File: src/rtl/pattern_pkg.sv
// Shared constants, address fields and loader state encoding for the pattern
// buffer bank and its serial loader.
package pattern_pkg;

  localparam int unsigned BUFSIZE = 27;
  localparam int unsigned NOBUFS  = 8;
  localparam int unsigned ADDR_W  = $clog2(NOBUFS);

  localparam logic [ADDR_W-1:0] SEQ1ADR    = ADDR_W'(0);
  localparam logic [ADDR_W-1:0] SEQ2ADR    = ADDR_W'(1);
  localparam logic [ADDR_W-1:0] SEQCTRLADR = ADDR_W'(NOBUFS - 1);

  typedef enum logic [2:0] {
    IDLE,
    SETUP,
    FETCH,
    LOW,
    HIGH,
    HOLD
  } ld_state_e;

endpackage

File: src/rtl/pattern_loader_bit_shifter.sv
// Per-bit datapath of the loader: tx/rx shift registers, bit counter and the
// sclk half-period timer.
module bit_shifter #(
  parameter int unsigned DIV = 2
) (
  input  logic       clk,
  input  logic       rst,
  input  logic       cnt_en,
  input  logic       load,
  input  logic [7:0] load_data,
  input  logic       shift,
  input  logic       sample,
  input  logic       sout,
  output logic       phase_end,
  output logic [2:0] bit_cnt,
  output logic       tx_msb_next,
  output logic [7:0] rx_byte
);

  localparam int unsigned CW = (DIV > 1) ? $clog2(DIV) : 1;

  logic [CW-1:0] div_q, div_d;
  logic [7:0]    tx_q, tx_d;
  logic [7:0]    rx_q, rx_d;
  logic [2:0]    bit_q, bit_d;

  assign phase_end = cnt_en && (div_q == CW'(DIV - 1));

  always_comb begin
    div_d = div_q;
    tx_d  = tx_q;
    rx_d  = rx_q;
    bit_d = bit_q;
    if (!cnt_en || phase_end) begin
      div_d = '0;
    end else begin
      div_d = div_q + CW'(1);
    end
    if (load) begin
      tx_d = load_data;
    end else if (shift) begin
      tx_d = {tx_q[6:0], 1'b0};
    end
    if (shift) begin
      bit_d = bit_q + 3'd1;
    end
    if (sample) begin
      rx_d = {rx_q[6:0], sout};
    end
  end

  always_ff @(posedge clk) begin
    if (rst) begin
      div_q <= '0;
      tx_q  <= '0;
      rx_q  <= '0;
      bit_q <= '0;
    end else begin
      div_q <= div_d;
      tx_q  <= tx_d;
      rx_q  <= rx_d;
      bit_q <= bit_d;
    end
  end

  // Lets the top register sin from the value tx will hold next cycle.
  assign tx_msb_next = tx_d[7];
  assign bit_cnt     = bit_q;
  assign rx_byte     = rx_q;

endmodule

File: src/rtl/pattern_loader.sv
// Host-side serial loader: streams one frame of bytes MSB-first into a
// pattern buffer and returns the buffer's previous contents.
module pattern_loader
  import pattern_pkg::*;
#(
  parameter int unsigned BUFSIZE = pattern_pkg::BUFSIZE,
  parameter int unsigned NOBUFS  = pattern_pkg::NOBUFS,
  parameter int unsigned DIV     = 2
) (
  input  logic                      clk,
  input  logic                      rst,
  input  logic                      start,
  input  logic [$clog2(NOBUFS)-1:0] addr,
  output logic                      busy,
  input  logic [7:0]                wr_data,
  input  logic                      wr_valid,
  output logic                      wr_ready,
  output logic [7:0]                rd_data,
  output logic                      rd_valid,
  output logic                      done,
  output logic                      sclk,
  output logic                      sin,
  output logic                      ssel,
  output logic [$clog2(NOBUFS)-1:0] saddr,
  input  logic                      sout
);

  localparam int unsigned AW = $clog2(NOBUFS);

  ld_state_e state_q, state_d;
  logic          hold_last_q, hold_last_d;
  logic [4:0]    byte_q, byte_d;
  logic [AW-1:0] saddr_q, saddr_d;
  logic          sclk_q, sclk_d;
  logic          sin_q, sin_d;
  logic          ssel_q, ssel_d;
  logic          busy_q, busy_d;
  logic          done_q, done_d;

  logic       cnt_en, load, shift, sample;
  logic       phase_end, tx_msb_next;
  logic [2:0] bit_cnt;
  logic [7:0] rx_byte;

  bit_shifter #(
    .DIV (DIV)
  ) u_shifter (
    .clk         (clk),
    .rst         (rst),
    .cnt_en      (cnt_en),
    .load        (load),
    .load_data   (wr_data),
    .shift       (shift),
    .sample      (sample),
    .sout        (sout),
    .phase_end   (phase_end),
    .bit_cnt     (bit_cnt),
    .tx_msb_next (tx_msb_next),
    .rx_byte     (rx_byte)
  );

  always_comb begin
    state_d     = state_q;
    hold_last_d = hold_last_q;
    byte_d      = byte_q;
    saddr_d     = saddr_q;
    cnt_en      = 1'b0;
    load        = 1'b0;
    shift       = 1'b0;
    sample      = 1'b0;
    rd_valid    = 1'b0;
    wr_ready    = 1'b0;

    case (state_q)
      IDLE: begin
        if (start) begin
          saddr_d = addr;
          state_d = SETUP;
        end
      end
      SETUP: begin
        cnt_en = 1'b1;
        if (phase_end) begin
          state_d = FETCH;
        end
      end
      FETCH: begin
        wr_ready = 1'b1;
        if (wr_valid) begin
          load    = 1'b1;
          state_d = LOW;
        end
      end
      LOW: begin
        cnt_en = 1'b1;
        if (phase_end) begin
          sample  = 1'b1;
          state_d = HIGH;
        end
      end
      HIGH: begin
        cnt_en = 1'b1;
        if (phase_end) begin
          shift = 1'b1;
          if (bit_cnt == 3'd7) begin
            rd_valid = 1'b1;
            if (byte_q == 5'(BUFSIZE - 1)) begin
              byte_d  = '0;
              state_d = HOLD;
            end else begin
              byte_d  = byte_q + 5'd1;
              state_d = FETCH;
            end
          end else begin
            state_d = LOW;
          end
        end
      end
      HOLD: begin
        // DIV cycles with ssel held, then one extra cycle carrying done.
        if (!hold_last_q) begin
          cnt_en = 1'b1;
          if (phase_end) begin
            hold_last_d = 1'b1;
          end
        end else begin
          hold_last_d = 1'b0;
          state_d     = IDLE;
        end
      end
      default: begin
        state_d = IDLE;
      end
    endcase

    if (state_d == IDLE) begin
      saddr_d = '0;
    end

    // Port registers are loaded from the next state so they line up with it.
    sclk_d = (state_d == HIGH);
    busy_d = (state_d != IDLE);
    done_d = (state_d == HOLD) && hold_last_d;
    ssel_d = busy_d && !done_d;
    if (state_d == LOW) begin
      sin_d = tx_msb_next;
    end else if (state_d == IDLE) begin
      sin_d = 1'b0;
    end else begin
      sin_d = sin_q;
    end
  end

  always_ff @(posedge clk) begin
    if (rst) begin
      state_q     <= IDLE;
      hold_last_q <= 1'b0;
      byte_q      <= '0;
      saddr_q     <= '0;
      sclk_q      <= 1'b0;
      sin_q       <= 1'b0;
      ssel_q      <= 1'b0;
      busy_q      <= 1'b0;
      done_q      <= 1'b0;
    end else begin
      state_q     <= state_d;
      hold_last_q <= hold_last_d;
      byte_q      <= byte_d;
      saddr_q     <= saddr_d;
      sclk_q      <= sclk_d;
      sin_q       <= sin_d;
      ssel_q      <= ssel_d;
      busy_q      <= busy_d;
      done_q      <= done_d;
    end
  end

  assign busy    = busy_q;
  assign done    = done_q;
  assign sclk    = sclk_q;
  assign sin     = sin_q;
  assign ssel    = ssel_q;
  assign saddr   = saddr_q;
  assign rd_data = rx_byte;

endmodule

File: config.mk
export PLATFORM = sky130hd
export DESIGN_NAME = pattern_loader
export DESIGN_NICKNAME = d
export VERILOG_FILES = /design/src/rtl/pattern_pkg.sv /design/src/rtl/pattern_loader_bit_shifter.sv /design/src/rtl/pattern_loader.sv
export SDC_FILE = /design/constraint.sdc
export NUM_CORES = 1
export LEC_CHECK = 0
export CAP_MARGIN = 20
export CORE_MARGIN = 2
export CORE_UTILIZATION = 40
export CTS_BUF_LIST = sky130_fd_sc_hd__clkbuf_16
export DETAILED_ROUTE_END_ITERATION = 10
export SLEW_MARGIN = 20
export SYNTH_ARGS = -nofsm -noshare
export SYNTH_HDL_FRONTEND = slang
export SYNTH_HIERARCHICAL = 1
export SYNTH_SLANG_ARGS = --single-unit
File: constraint.sdc
create_clock -name clk -period 2.3 [get_ports clk]
set_input_delay 0.345 -clock clk [delete_from_list [all_inputs] [get_ports clk]]
set_output_delay 0.345 -clock clk [all_outputs]
set_load 0.02 [all_outputs]
; ---- Word level (Yosys, flattened, before mapping)
; Cells that the tools add are included.
[totals]
regBits = 37
latch_bits = 0
ramBits = 0
mem_bits_ro = 0
out_inout_bits = 18
memories = 0
[classes]
n_addsub = 3
n_mul = 0
n_div = 0
magnitude_cmp = 0
n_eq_ne = 10
n_shift = 0
mux = 27
bitwise = 0
reduce_logical = 16
[ops]
columns = op, count
row1 = $mux W3, 8
row2 = $pmux W3 S6, 1
row3 = $mux W8, 2
row4 = $eq A3 B3 Y1 const B, 5
row5 = $mux W1, 14
row6 = $eq A3 B2 Y1 const B, 3
row7 = $logic_not A3 Y1, 2
row8 = $add A5 B1 Y5 const B, 1
row9 = $eq A5 B5 Y1 const B, 1
row10 = $mux W5, 1
row11 = $reduce_bool A2 Y1, 2
row12 = $reduce_or A2 Y1, 2
row13 = $add A3 B1 Y3 const B, 1
row14 = $eq A3 B1 Y1 const B, 1
row15 = $logic_and A1 B1 Y1, 3
row16 = $reduce_and A3 Y1, 1
row17 = $reduce_bool A3 Y1, 1
row18 = $reduce_or A3 Y1, 1
row19 = $logic_not A1 Y1, 2
row20 = $pmux W1 S2, 1
row21 = $reduce_and A2 Y1, 1
row22 = $add A1 B1 Y1 const B, 1
row23 = $logic_or A1 B1 Y1, 1

; ---- Longest topological paths before layout
; Gate-level depths: netlist (run 1).
[logic_depth]
ltp_word = 10
mapped_depth = 10
ltp_nobuf = 9

; ---- Hierarchy
; Netlist (run 1), hierarchy kept.
[by_module_without_submodules]
columns = module, instances, cells_each, area_per_inst_um2
row1 = pattern_loader, 1, 103, 1012.2
row2 = bit_shifter, 1, 77, 813.3

; ---- Worst setup path before layout (run 1)
; Ideal clock, no wire load.
[synth_path]
path_kind = register -> register
start = register state_q[0]
end = register sin_q (netlist: sin)
arrival_ns = 2.015
required_ns = 2.221
setup_slack_ns = 0.205
stages_incl_launch_ff = 11
path_buffers = 1
period_less_slack_ns = 2.095
path_cell_list = dfxtp_1 buf_6 a21oi_1 mux2_2 and2_1 nand4bb_4 clkinv_1 mux2i_1 a21oi_1 o21ai_0 a211oi_2
[synth_between]
elab_chain_len = 9
[synth_lines]
columns = element, line
row1 = "start, declared", pattern_loader.sv:30  ; ld_state_e state_q, state_d;
row2 = "start signal, assigned", pattern_loader.sv:166  ; state_q <= state_d;
row3 = $eq A3 B3 Y1 (tied with other cells), pattern_loader.sv:74  ; case (state_q)
row4 = $reduce_or A3 Y1 (no source line), n/a
row5 = $pmux W1 S2 *, pattern_loader.sv:74
row6 = named net cnt_en, pattern_loader.sv:40  ; logic cnt_en, load, shift, sample;
row7 = $logic_and A1 B1 Y1 *, pattern_loader_bit_shifter.sv:27  ; assign phase_end = cnt_en && (div_q == CW'(DIV - 1));
row8 = named net phase_end, pattern_loader.sv:41  ; logic phase_end, tx_msb_next;
row9 = $mux W1 *, pattern_loader.sv:103  ; if (phase_end) begin
row10 = $mux W1 *, pattern_loader.sv:74
row11 = named net shift, pattern_loader.sv:40
row12 = $mux W8 *, pattern_loader_bit_shifter.sv:41  ; end else if (shift) begin
row13 = $mux W8 *, pattern_loader_bit_shifter.sv:39  ; if (load) begin
row14 = named net tx_msb_next, pattern_loader.sv:41
row15 = $mux W1 *, pattern_loader.sv:145  ; if (state_d == LOW) begin
row16 = "end signal, assigned", pattern_loader.sv:171  ; sin_q <= sin_d;
row17 = "end, declared", pattern_loader.sv:35  ; logic sin_q, sin_d;
; The timed path passes the listed nets; every way through them passes the cells marked *. The select of a mux whose other input is x is not followed.
; A chain may end at the register's enable or synchronous reset.

; ---- Worst setup path in the final report (run 1)
[layout_path]
start = register state_q[2]
end = output wr_ready
[layout_between]
elab_chain_len = 2
[layout_lines]
columns = element, line
row1 = $eq A3 B2 Y1, pattern_loader.sv:74
row2 = $mux W1, pattern_loader.sv:74
row3 = "end, declared", pattern_loader.sv:17  ; output logic wr_ready,
; Every way passes these cells.

==> flow_summary.yaml, run 1 <==
outcome:
  outcome: "complete, no violations"
yosys:
  synth_cell_types: 49
  synth_edf_count: 0
  async_flop_share: 0
  post_synth.cell_area_avg_um2: 10.1
  synth_seq_cells: 37
  synthCells: 180
  synth-seq-area-share: 0.406
  syn_area_mm2: 0.00183
  synth_top_area_frac: 0.406
  synth_nets: 199
  synth.largest_area_cell: "dfxtp_1"
  synth_area_leaders: "dfxtp_1 (41%), mux2i_1 (11%), nor2_1 (4.9%)"
  yosys_most_used_dff: "dfxtp_1"
  yosysWarnings: 6
layout:
  nNetsFinal: 239
  regArea_um2: 742
  drive_above_1_share: 0.163
  antenna_cells: 0
  final_cells: 273
  areaGrowthSynthToFinish_pct: 28.9
  multi_input_area_um2: 997
  n_fill_cell: 386
  layout_common_cells: "dfxtp_1 (36), clkdlybuf4s50_1 (32), nor2_1 (24), mux2i_1 (20), nor2b_1 (10)"
  final_common_cell: "dfxtp_1"
  stdcell_area_mm2: 0.00235
  final_core_util: 0.537
drt:
  routed-via-count: 1397
  drt_iter0_markers: 61
  avgRoutedWirePerCell_um: 13.5
  wl_mm: 3.70
  dr.pass1.iters: 6
  viasPerCell: 5.12
  drc_errors: 0
  drt.antenna.violating_nets: 0
clock_network:
  cts_buffer_depth: 2
  cts_sinks: 37
  cts_tree: "yes"
  cts_made_buffers: 5
  clk_latency_ns: 0.28
  htreeDepth: 2
  root_buffer: "clkbuf_16"
  cts_hold_buffers: 0
  path_clk_slew_ns: 0.06
placed_design:
  port_buffers: 33
  hpwl_mm: 2.67
  place_ws_ns: 0.116
  post-place-cells: 265
  place_congestion: 0.746
  dpl_cell_area_mm2: 0.00222
global_route:
  grt_pass1_wl_mm: 6.22
  grt.overflow.total: 0
  antenna_found_initial: 0
  track_usage: 0.154
  grt_pass1_vias: 1361
  grt_start_max_net_pins: 36
pwr:
  peakVddDrop_v: 0.000307
  p_leak_nw: 0.876
  p_per_area_mw_per_mm2: 602
worst_setup_path:
  crit_arrival_ns: 1.78
  cp_max_fo: 11
  start_kind: "flop"
  worstPathRequired_ns: 1.96
  path_class: "reg2out"
  critPathCaptureType: "output pin"
die:
  fp.coreArea_mm2: 0.00438
  fp.dieH_um: 71.6
  initial_core_util: 0.416
  io_pins: 34
  die_w_um: 71.6
  fp.dieArea_mm2: 0.00512
  row_count: 24
min_path:
  hold_class: "reg2reg"
sta:
  min_period_ns: 2.12
  timing.fmax_mhz: 472
  hold_violations: 0
  final-setup-viol-count: 0
  slew_violations: 0
  period_share: 0.922
  setup_slack_ns: 0.180
  rsz0062_at_grt: "no"
  slew_headroom: 0.710
  setup_tns_ns: 0
  clock_skew_ns: 0.00227
  tightest_slew_ns: 0.434
flow_run:
  maxCapViolations: 0
==> flip-flops by register name (all words and copies together) (netlist names) <==
| name | cells |
|---|---|
| state_q | 3 |
| u_shifter/tx_q | 8 |
| busy | 1 |
| saddr | 3 |
| sclk | 1 |
| ssel | 1 |
| sin | 1 |
| u_shifter/bit_cnt | 3 |
| u_shifter/rx_byte | 8 |
| hold_last_q | 1 |
| byte_q | 5 |
| done | 1 |
| u_shifter/div_q | 1 |
==> synth_stat cells (3+ instances only) <==
cell / instances
a211oi_1: 8
a21oi_1: 7
and2_1: 4
buf_6: 5
clkbuf_1: 3
dfxtp_1: 37
ha_1: 3
mux2_2: 3
mux2i_1: 20
nand2b_1: 3
nand3_1: 3
nor2_1: 24
nor2b_1: 10
nor3_1: 3
xor2_1: 3
==> through the flow <==
step	hold slack, ns	power [W]
4_1_cts	0.420	0.00143
6_report	0.417	0.00142
3_5_place_dp	0.412	0.000779
3_3_place_gp	0.401	0.000777
2_1_floorplan	0.389	0.000730
5_1_grt	0.432	0.00147
==> area by class of cell <==
cell class	count	area share
well taps	52	0.0276
flip-flops and latches	37	0.315
multi-input cells	130	0.424
inverters	4	0.00638
repair buffers	42	0.167
clock inverters	3	0.00691
clock buffers	5	0.0532
==> layer usage <==
metal / GRT usage / wire, um / up-vias
met5: 0 / 0 / -
met4: 0.0503 / 55 / 0
met3: 0.0464 / 174 / 7
met2: 0.267 / 1850 / 29
met1: 0.181 / 1620 / 643
li1: - / - / 718
==> worst max-delay path, stage by stage, from the launching register on <==
cell	delay (ns)
dfxtp_1	0.32
buf_4	0.19
nand2b_1	0.23
nor2_1	0.14
clkdlybuf4s50_1	0.62
==> kinds of logic after synthesis <==
kind of cell / Yosys count / share of synthesized area
adder cells (fa/ha/maj): 3 / 0.0206
AO/OA/AOI/OAI: 29 / 0.125
flip-flops: 37 / 0.406
AND/OR/NAND/NOR: 70 / 0.249
buffers and inverters: 13 / 0.0480
XOR/XNOR: 5 / 0.0240
multiplexers: 23 / 0.128
==> path summary, 6_finish.rpt <==
kind                                       from         endpoint  slack [ns]  cells past startpoint
worst max-delay path                 state_q[2]         wr_ready        0.18                      4
worst min-delay path            u_shifter/div_q  u_shifter/div_q        0.42                      1
worst max register to register       state_q[0]              sin        0.24                     10
worst min register to register  u_shifter/div_q  u_shifter/div_q        0.42                      1
==> report_power, final <==
group          leakage, nW  switching (W)  total, W  internal [W]
registers            0.300     0.00000505  0.000656      0.000651
logic                0.507      0.0000497  0.000109     0.0000595
clock network       0.0693       0.000254  0.000651      0.000397
==> what timing repair did <==
action,CTS,global route
pin swaps,0,0
buffers inserted,0,0
setup endpoints to repair,1,1
gates resized for setup,1,3
Power figures use the tool's default switching activity.
==> inputs of run 2 (changes only) <==
--- a/config.mk
+++ b/config.mk
@@ -10,6 +10,7 @@
 export CORE_UTILIZATION = 40
 export CTS_BUF_LIST = sky130_fd_sc_hd__clkbuf_16
 export DETAILED_ROUTE_END_ITERATION = 10
+export PLACE_DENSITY = 0.75
 export SLEW_MARGIN = 20
 export SYNTH_ARGS = -nofsm -noshare
 export SYNTH_HDL_FRONTEND = slang
==> flow_summary.yaml, run 2 (synthesized netlist as in run 1, its figures left out) <==
worst_setup_path:
  worstPathRequired_ns: 1.96
  critPathCaptureType: "output pin"
  reg2reg_to: "sclk"
  cp_max_fo: 6
  timing.reg2reg.setup_slack_ns: 0.26
  start_kind: "flop"
  crit_start: "state_q[0]"
  path_class: "reg2out"
  r2r_cells: 8
  rr_startpoint: "state_q[0]"
  crit_arrival_ns: 1.84
die:
  die_w_um: 71.6
  row_count: 24
  fp.coreArea_mm2: 0.00438
  fp.dieArea_mm2: 0.00512
  fp.dieH_um: 71.6
  io_pins: 34
  initial_core_util: 0.416
drt:
  viasPerCell: 5.09
  drc_errors: 0
  avgRoutedWirePerCell_um: 12.8
  routed-via-count: 1395
  drt_iter0_markers: 78
  drt.antenna.violating_nets: 0
  dr.pass1.iters: 4
  wl_mm: 3.51
pwr:
  p_leak_nw: 0.885
  power_w: 0.00141
  p_per_area_mw_per_mm2: 597
  peakVddDrop_v: 0.000353
placed_design:
  place_congestion: 0.780
  port_buffers: 33
  place_ws_ns: 0.191
  hpwl_mm: 2.53
clock_network:
  cts_made_buffers: 5
  cts_setup_buffers: 0
  cts_buffer_depth: 2
  path_clk_slew_ns: 0.05
  htreeDepth: 2
  root_buffer: "clkbuf_16"
  cts_tree: "yes"
  cts_sinks: 37
  clk_latency_ns: 0.28
sta:
  setup_slack_ns: 0.115
  hold_slack_ns: 0.440
  hold_violations: 0
  min_period_ns: 2.18
  timing.fmax_mhz: 458
  final-setup-viol-count: 0
  period_share: 0.950
  rsz0062_at_grt: "no"
  setup_tns_ns: 0
  tightest_slew_ns: 0.465
  slew_violations: 0
  clock_skew_ns: 0.00404
  slew_headroom: 0.689
global_route:
  antenna_found_initial: 0
  grt_busiest_layer: "met2"
  grt_util_met1: 0.183
  grt_start_max_net_pins: 17
  met2_usage: 0.253
  grt_use_met3: 0.0422
  grt.overflow.total: 0
  grt_pass1_vias: 1425
  grt_pass1_wl_mm: 6.13
  track_usage: 0.151
layout:
  drive_above_1_share: 0.167
  regArea_um2: 741
  antenna_cells: 0
  n_fill_cell: 422
  areaGrowthSynthToFinish_pct: 29.5
  nNetsFinal: 240
  final_common_cell: "dfxtp_1"
  layout_common_cells: "dfxtp_1 (37), clkdlybuf4s50_1 (32), nor2_1 (24), mux2i_1 (20)"
  multi_input_area_um2: 997
min_path:
  hold_class: "reg2reg"
  min_to: "u_shifter/div_q"
  hp-start: "u_shifter/div_q"
  whs_path_depth: 1
outcome:
  outcome: "complete, no violations"
flow_run:
  maxCapViolations: 0
run 2: cell types whose count changed in the layout (fill, tap and decap cells not counted), sizes merged:
cell | previous run | this run
buf | 9 | 10
clkbuf | 6 | 5
clkinvlp | 0 | 1
dlygate4sd2 | 0 | 1
inv | 4 | 3
run 2: critical path: stages (launching register included):
cell           delay (ns)
dfxtp_1              0.35
a21oi_1              0.07
mux2_2               0.27
and2_1               0.20
nand4bb_4            0.14
clkinv_1             0.09
nand2_1              0.11
inv_1                0.04
dlygate4sd2_1        0.31
run 2: stage by stage:
step,cells,utilization,cell area (um2)
after detailed placement,266,0.507,2220
after global placement,266,0.507,2220
after global routing,274,0.539,2360
final,274,0.539,2360
after floorplan,180,-,1830
after CTS,274,0.539,2360
run 2: layer usage:
| metal | wire length (um) | part of all wire |
|---|---|---|
| met4 | 40 | 0.011 |
| met1 | 1620 | 0.46 |
| met5 | 0 | 0 |
| met3 | 178 | 0.051 |
| met2 | 1670 | 0.48 |
run 2: power breakdown:
part           switching, W  internal, W  leakage (nW)
Sequential       0.00000403     0.000650         0.299
Combinational     0.0000515    0.0000617         0.516
Clock              0.000248     0.000396        0.0696
run 2: final cells by class:
class,instances,share of cell area
clock inverter,3,0.00741
sequential,37,0.313
clock buffer,5,0.0529
timing repair buffer,43,0.171
multi-input combinational,130,0.422
tap,52,0.0275
inverter,4,0.00635
run 2: what timing repair did:
item,4_1_cts,5_1_grt
gates resized for setup,1,0
hold buffers,0,0
endpoints found under the setup margin,1,0
run 2: worst max path at each step:
| stage | endpoint | cells after the start |
|---|---|---|
| 6_report | rd_valid | 8 |
| 5_1_grt | rd_valid | 8 |
| 4_1_cts | rd_valid | 8 |
| 3_5_place_dp | rd_valid | 8 |
| 3_3_place_gp | rd_valid | 8 |
| 2_1_floorplan | sin | 10 |
==> inputs of run 3 (changes only) <==
--- a/config.mk
+++ b/config.mk
@@ -5,12 +5,14 @@
 export SDC_FILE = /design/constraint.sdc
 export NUM_CORES = 1
 export LEC_CHECK = 0
+export ABC_AREA = 1
 export CAP_MARGIN = 20
 export CORE_MARGIN = 2
 export CORE_UTILIZATION = 40
 export CTS_BUF_LIST = sky130_fd_sc_hd__clkbuf_16
 export DETAILED_ROUTE_END_ITERATION = 10
 export PLACE_DENSITY = 0.75
+export RECOVER_POWER = 100
 export SLEW_MARGIN = 20
 export SYNTH_ARGS = -nofsm -noshare
 export SYNTH_HDL_FRONTEND = slang
==> flow_summary.yaml, run 3 <==
drt:
  avgRoutedWirePerCell_um: 10.7
  drc_errors: 0
  wl_mm: 3.50
  drt_iter0_markers: 46
  routed-via-count: 1504
  dr.pass1.iters: 4
  viasPerCell: 4.61
  drt.antenna.violating_nets: 0
layout:
  layout_common_cells: "nand2_1 (55), dfxtp_1 (36), nor2_1 (33), inv_1 (31), nand3_1 (22)"
  regArea_um2: 742
  antenna_cells: 0
  final_common_cell: "nand2_1"
  areaGrowthSynthToFinish_pct: 30.5
  multi_input_area_um2: 801
  nNetsFinal: 294
  n_fill_cell: 399
  drive_above_1_share: 0.127
yosys:
  yosysWarnings: 6
  synth_top_area_frac: 0.427
  syn_area_mm2: 0.00173
  synth_nets: 253
  synthCells: 234
  yosysMostFrequentCell: "nand2_1"
  yosys.area_share.xor_xnor: 0.0101
  synth.top_cells.by_count: "nand2_1 (54), dfxtp_1 (37), nor2_1 (31), inv_1 (28), nand3_1 (21)"
  synthAdderAreaFrac: 0.0217
  synth-seq-area-share: 0.427
  synth_top_family_by_area: "simple AND/OR/NAND/NOR gates"
  yosys_most_used_dff: "dfxtp_1"
  synth_compound_area_frac: 0.0578
  synth_area_leaders: "dfxtp_1 (43%), nand2_1 (12%), nor2_1 (6.7%)"
  synth_simple_gate_area_frac: 0.360
  synth_edf_count: 0
  post_synth.cell_area_avg_um2: 7.41
  async_flop_share: 0
  synth_mux_area_frac: 0.0195
  synth.largest_area_cell: "dfxtp_1"
  synth_seq_cells: 37
  synth_cell_types: 28
placed_design:
  hpwl_mm: 2.58
  place_congestion: 0.883
  port_buffers: 33
sta:
  slew_headroom: 0.705
  min_period_ns: 1.98
  period_share: 0.861
  rsz0062_at_grt: "no"
  clock_skew_ns: 0.00662
  final-setup-viol-count: 0
  setup_tns_ns: 0
  timing.fmax_mhz: 505
  hold_slack_ns: 0.418
  hold_violations: 0
  tightest_slew_ns: 0.442
  slew_violations: 0
pwr:
  seq_power_share: 0.439
  comb_power_share: 0.066
  p_per_area_mw_per_mm2: 662
  p_int_w: 0.00120
  p_leak_nw: 1.09
  netSwitchingFraction: 0.196
  pwr-share-clk: 0.495
  peakVddDrop_v: 0.000563
  switching_power_w: 0.000293
clock_network:
  cts_buffer_depth: 2
  htreeDepth: 2
  clk_latency_ns: 0.28
  cts_sinks: 37
  path_clk_slew_ns: 0.06
  cts_tree: "yes"
  cts_made_buffers: 5
  root_buffer: "clkbuf_16"
  cts_setup_buffers: 0
min_path:
  whs_path_depth: 1
  hp-start: "u_shifter/div_q"
  min_to: "u_shifter/div_q"
  hold_class: "reg2reg"
worst_setup_path:
  r2r_cells: 14
  critical-path-top-delay-family: "simple AND/OR/NAND/NOR gates"
  timing.reg2reg.setup_slack_ns: 0.32
  path_class: "reg2reg"
  critPathCaptureType: "flop"
  path_cells: "inv_2 > nand3_1 > nand2_1 > nand2_1 > inv_1 > inv_1 > nor3_4 > buf_4 > nor2_4 > nand2_1 > nand3_1 > inv_1 > nand3_1 > nand2_1"
  cp_max_fo: 13
  worstPathRequired_ns: 2.52
  cp_slowest_cell: "dfxtp_1"
  start_kind: "flop"
  crit_arrival_ns: 2.20
  rr_startpoint: "state_q[1]"
  reg2reg_to: "sin"
  cpMostUsedCell: "nand2_1"
  crit_buf_inv: 5
  max_stage_delay_ns: 0.36
die:
  row_count: 23
  fp.coreArea_mm2: 0.00409
  die_w_um: 69.8
  fp.dieH_um: 69.8
  initial_core_util: 0.424
  fp.dieArea_mm2: 0.00487
  io_pins: 34
global_route:
  track_usage: 0.158
  grt_start_max_net_pins: 17
  grt.overflow.total: 0
  antenna_found_initial: 0
  grt_pass1_vias: 1461
  grt_pass1_wl_mm: 6.26
flow_run:
  maxCapViolations: 0
outcome:
  outcome: "complete, no violations"
-- run 3: layout make-up --
class / instances / share of cell area
Timing Repair Buffer: 38 / 0.160
Inverter: 35 / 0.0581
Clock buffer: 5 / 0.0553
Multi-Input combinational cell: 158 / 0.354
Tap cell: 50 / 0.0277
Sequential cell: 37 / 0.328
Clock inverter: 3 / 0.0166
-- run 3: what timing repair did --
action / CTS / global route
gates resized for setup: 0 / 2
hold buffers: 0 / 0
endpoints found under the setup margin: 0 / 1
hold endpoints to repair: 0 / 0
-- run 3: power groups by stage --
stage / registers [W] / clock network [W] / logic [W]
final: 0.000657 / 0.000741 / 0.0000981
after global routing: 0.000658 / 0.000785 / 0.000109
after CTS: 0.000657 / 0.000757 / 0.000104
after detailed placement: 0.000670 / 0 / 0.000103
after global placement: 0.000670 / 0 / 0.000102
after floorplan: 0.000675 / 0 / 0.0000503
-- run 3: through the flow --
step	total power (W)	util	area [um2]	setup slack (ns)	cells
after floorplan	0.000726	-	1730	0.553	234
after global placement	0.000772	0.518	2120	0.359	318
after detailed placement	0.000774	0.518	2120	0.322	318
after CTS	0.00152	0.558	2280	0.0250	326
after global routing	0.00155	0.553	2260	0.0727	326
final	0.00150	0.553	2260	0.319	326
-- run 3: logic make-up after synthesis --
logic type,Yosys count
simple gates,131
buf+inv,39
flops,37
compound gates,19
mux,3
fa+ha+maj,3
xor+xnor,2
-- run 3: how the worst max path moves through the flow --
stage,cells after the start,endpoint,slack (ns),from
after floorplan,14,sin,0.55,state_q[0]
after global placement,7,rd_valid,0.36,state_q[0]
after detailed placement,7,rd_valid,0.32,state_q[0]
after CTS,7,rd_valid,0.03,state_q[0]
after global routing,14,saddr[2],0.07,state_q[2]
final,14,sin,0.32,state_q[1]
-- run 3: routing by layer --
metal,up-vias,share of wire,track usage
met4,0,0.012,0.0534
met2,31,0.46,0.254
met3,4,0.045,0.0494
met1,666,0.48,0.200
li1,803,-,-
met5,-,0,0
